==> src/rtl/spi_master.sv <==
// rtl/spi_master.sv - Mode-0 MSB-first SPI master, one full-duplex word per start
module spi_master #(
  parameter int CLK_DIV    = 6,
  parameter int CS_GAP     = 2,
  parameter int DATA_WIDTH = 8
) (
  input  logic                  clk,
  input  logic                  rst_n,
  input  logic                  start,
  input  logic [DATA_WIDTH-1:0] tx_data,
  output logic                  busy,
  output logic                  done,
  output logic [DATA_WIDTH-1:0] rx_data,
  output logic                  sclk,
  output logic                  mosi,
  input  logic                  miso,
  output logic                  ce0
);

  localparam int CNT_MAX = (CLK_DIV > CS_GAP) ? CLK_DIV : CS_GAP;
  localparam int CW      = $clog2(CNT_MAX + 1);
  localparam int BW      = $clog2(DATA_WIDTH + 1);

  localparam logic [CW-1:0] DIV_LAST = CW'(CLK_DIV - 1);
  localparam logic [CW-1:0] GAP_LAST = CW'(CS_GAP - 1);
  localparam logic [BW-1:0] BIT_LAST = BW'(DATA_WIDTH - 1);

  typedef enum logic [2:0] {IDLE, LEAD, SHIFT, TRAIL, GAP} state_t;

  state_t                state;
  logic [CW-1:0]         cnt;
  logic [BW-1:0]         bit_cnt;
  logic [DATA_WIDTH-1:0] tx_sh;
  logic [DATA_WIDTH-1:0] rx_sh;
  logic                  miso_meta;
  logic                  miso_s;

  // miso comes from off-chip with no relation to clk
  always_ff @(posedge clk or negedge rst_n) begin
    if (!rst_n) begin
      miso_meta <= 1'b0;
      miso_s    <= 1'b0;
    end else begin
      miso_meta <= miso;
      miso_s    <= miso_meta;
    end
  end

  always_ff @(posedge clk or negedge rst_n) begin
    if (!rst_n) begin
      state   <= IDLE;
      cnt     <= '0;
      bit_cnt <= '0;
      tx_sh   <= '0;
      rx_sh   <= '0;
      rx_data <= '0;
      sclk    <= 1'b0;
      mosi    <= 1'b0;
      ce0     <= 1'b1;
      busy    <= 1'b0;
      done    <= 1'b0;
    end else begin
      done <= 1'b0;
      case (state)
        IDLE: begin
          if (start) begin
            tx_sh   <= tx_data << 1;
            mosi    <= tx_data[DATA_WIDTH-1];
            ce0     <= 1'b0;
            busy    <= 1'b1;
            cnt     <= '0;
            bit_cnt <= '0;
            state   <= LEAD;
          end
        end

        // setup time from ce0 falling to the first rising sclk edge
        LEAD: begin
          if (cnt == DIV_LAST) begin
            sclk  <= 1'b1;
            rx_sh <= (rx_sh << 1) | DATA_WIDTH'(miso_s);
            cnt   <= '0;
            state <= SHIFT;
          end else begin
            cnt <= cnt + CW'(1);
          end
        end

        SHIFT: begin
          if (cnt == DIV_LAST) begin
            cnt <= '0;
            if (sclk) begin
              sclk <= 1'b0;
              if (bit_cnt == BIT_LAST) begin
                state <= TRAIL;
              end else begin
                mosi    <= tx_sh[DATA_WIDTH-1];
                tx_sh   <= tx_sh << 1;
                bit_cnt <= bit_cnt + BW'(1);
              end
            end else begin
              sclk  <= 1'b1;
              rx_sh <= (rx_sh << 1) | DATA_WIDTH'(miso_s);
            end
          end else begin
            cnt <= cnt + CW'(1);
          end
        end

        // hold time after the last falling edge before ce0 releases
        TRAIL: begin
          if (cnt == DIV_LAST) begin
            ce0     <= 1'b1;
            mosi    <= 1'b0;
            done    <= 1'b1;
            rx_data <= rx_sh;
            cnt     <= '0;
            if (CS_GAP == 0) begin
              busy  <= 1'b0;
              state <= IDLE;
            end else begin
              state <= GAP;
            end
          end else begin
            cnt <= cnt + CW'(1);
          end
        end

        GAP: begin
          if (cnt == GAP_LAST) begin
            busy  <= 1'b0;
            cnt   <= '0;
            state <= IDLE;
          end else begin
            cnt <= cnt + CW'(1);
          end
        end

        default: state <= IDLE;
      endcase
    end
  end

endmodule
==> config.mk <==
export PLATFORM = sky130hd
export DESIGN_NAME = spi_master
export DESIGN_NICKNAME = d
export VERILOG_FILES = /design/src/rtl/spi_master.sv
export SDC_FILE = /design/constraint.sdc
export NUM_CORES = 1
export LEC_CHECK = 0
export CORE_MARGIN = 5
export CORE_UTILIZATION = 33
export DETAILED_ROUTE_END_ITERATION = 10
export MAX_ROUTING_LAYER = met4
export PLACE_DENSITY = 0.56
export SLEW_MARGIN = 0
export SYNTH_ARGS = -nofsm -noshare
export SYNTH_HDL_FRONTEND = slang
export SYNTH_SLANG_ARGS = --single-unit
==> constraint.sdc <==
create_clock -name clk -period 5.28 [get_ports clk]
set_clock_uncertainty 0.2 [all_clocks]
set_input_delay 0.528 -clock clk [delete_from_list [all_inputs] [get_ports clk]]
set_output_delay 0.528 -clock clk [all_outputs]
set_load 0.05 [all_outputs]
==> qor.yml <==
status:
  status: "finished, final reports clean"
yosys:
  ys_seq_elements: 40
  synth.avg_cell_area_um2: 11.77
  synthCells: 161
  yosysSeqAreaShare_pct: 52.87
  synth_top_area_share_pct: 51.49
  synth_top_area_cell: "dfrtp_1"
  syn_area_mm2: 0.001896
  synthArstFlopShare_pct: 100.0
  synth_nets: 174
  ys_types: 43
  synth_edf_count: 0
  synth_area_leaders: "dfrtp_1 (51%), mux2_1 (8.9%), mux2i_1 (4.2%), nand2_1 (3.2%), o21ai_1 (2.1%)"
  ys.flop_type: "dfrtp_1"
  yosysWarnings: 0
final_layout:
  final_common_cell: "dfrtp_1"
  n_antenna_cell: 0
  stdcell_area_mm2: 0.002268
  nFillCells: 538
  final_nets: 195
  final_cell_mix: "dfrtp_1 (39), clkdlybuf4s50_1 (23), nand2_1 (16), mux2_1 (15)"
  finalCoreUtilization_pct: 40.94
  synthToLayoutAreaGrowth_pct: 19.67
  drive_gt1_share_pct: 12.57
  stdcell_count: 255
grt:
  gr-usage-all-layers_pct: 10.89
  grt_pass1_wl_um: 6203
  antenna_found_initial: 0
  grt-ovfl-total: 0
  grt_max_degree: 41
  grt_pass1_vias: 1329
floorplanning:
  fp-row-count: 27
  die_h_um: 85.79
  ios: 25
  die-width_um: 85.79
  floorplan.die_area_mm2: 0.007360
  start_util_pct: 34.21
  core_mm2: 0.005540
setup_path:
  critical-path-top-delay-family: "buffers and inverters"
  r2r-start: "state[0]"
  crit_chain: "clkdlybuf4s50_1"
  rr_endpoint: "bit_cnt[3]"
  end_kind: "output pin"
  cp.required_ps: 4550
  path_buf_inv: 1
  reg2reg_setup_slack_ps: 2870
  cp-start-kind: "flop"
  path_class: "reg2out"
  crit_start: "sclk"
  reg2reg_depth: 4
  cp_max_fo: 9
  cpPeakStageDelay_ps: 890
  arrival_ps: 1710
  slowest_stage: "clkdlybuf4s50_1"
drt:
  drtAntennaViolNets: 0
  drtPass1Iterations: 4
  wirelength_um: 3506
  vias: 1244
  wl_per_cell_um: 13.75
  drcViolationCount: 0
  via_per_inst: 4.878
  drt_iter0_drc: 137
timing:
  fin_crit_sh_pct: 46.25
  maxSlewHeadroom_pct: 39.00
  worst_pin_slew_ps: 911.0
  rsz0062_at_grt: "false"
  worst_slack_ps: 2838
  clock.fmax_mhz: 409.5
  setup_viol: 0
  tns_ps: 0
  period_minus_slack_ps: 2442
  finalHoldViolations: 0
  final-max-slew-violation-count: 0
  fin_hold_ws_ps: 149.2
power:
  finalPower_uw: 594.1
  ir_drop_v: 0.0001472
  power_density_mw_per_mm2: 261.9
  leakagePower_nw: 1.014
clock_network:
  cts.path.max_buffers: 2
  cts_setup_buffers: 0
  numCtsBuffers: 5
  postCtsHoldBufs: 0
  clock_latency_ps: 290
  cts_tree: "done"
  clk_pin_slew_ps: 80
  cts_root_buf: "clkbuf_8"
  htreeDepth: 2
  clock-sinks: 40
  cts-resized-gates: 0
placement:
  port_buffers: 24
  post-place-ws_ps: 2808
  dp.final_hpwl_um: 2457
  gp_congestion: 0.8066
  placedInstanceArea_mm2: 0.002147
  dp.cells: 247
hold_path:
  hold_class: "in2async"
flow_run:
  max-cap-violations: 0
[kinds of logic (layout without fill, tap and decap cells)]
family,Yosys count,after routing,share of synthesized area [%]
AO/OA/AOI/OAI,31,31,11.16
XOR/XNOR,2,2,0.9243
adder cells (fa/ha/maj),2,2,1.254
buffers and inverters,14,36,4.686
flip-flops,40,40,52.87
multiplexers,25,25,14.32
AND/OR/NAND/NOR,47,47,14.79
[layer usage]
layer | GRT usage, % | vias to the layer above | routed length [µm]
met5 | - | - | 0
met4 | 3.453 | 0 | 38
met3 | 3.554 | 4 | 171
met2 | 16.60 | 28 | 1649
met1 | 13.74 | 597 | 1646
li1 | - | 615 | -
[where the power goes]
part           internal [mW]  switching, mW  total (mW)
logic                 0.0102         0.0121      0.0223
registers              0.310        0.00206       0.312
clock network          0.154          0.105       0.259
[Yosys cell counts, drive strengths merged, types with 3 or more instances]
| cell | n |
|---|---|
| a211oi | 3 |
| a21oi | 7 |
| buf | 8 |
| dfrtp | 39 |
| inv | 4 |
| mux2 | 17 |
| mux2i | 8 |
| nand2 | 17 |
| nand3 | 5 |
| nor2 | 8 |
| nor3b | 4 |
| o21ai | 14 |
[how the worst max path moves through the flow]
stage	to	slack, ps	cells past startpoint
after floorplan	rx_sh[0]	3330	5
after global placement	bit_cnt[2]	2940	5
after detailed placement	bit_cnt[3]	2810	5
after CTS	bit_cnt[3]	2820	4
after global routing	bit_cnt[2]	2620	4
final	sclk	2840	1
[state kept, by name, summed over array words and instances (netlist names)]
name / cells
bit_cnt: 4
rx_data: 8
state: 3
sclk: 1
cnt: 3
ce0: 1
mosi: 1
miso_s: 1
done: 1
tx_sh: 7
busy: 1
miso_meta: 1
rx_sh: 8
[cell type report]
class | instances | area [µm²] | share of cell area, %
flip-flops and latches | 40 | 1002 | 44.18
multi-input cells | 107 | 804.5 | 35.47
repair buffers | 24 | 235.2 | 10.37
well taps | 72 | 90.09 | 3.971
clock buffers | 6 | 82.58 | 3.640
clock inverters | 2 | 38.79 | 1.710
inverters | 4 | 15.01 | 0.6619
(Power assumes the default switching activity.)
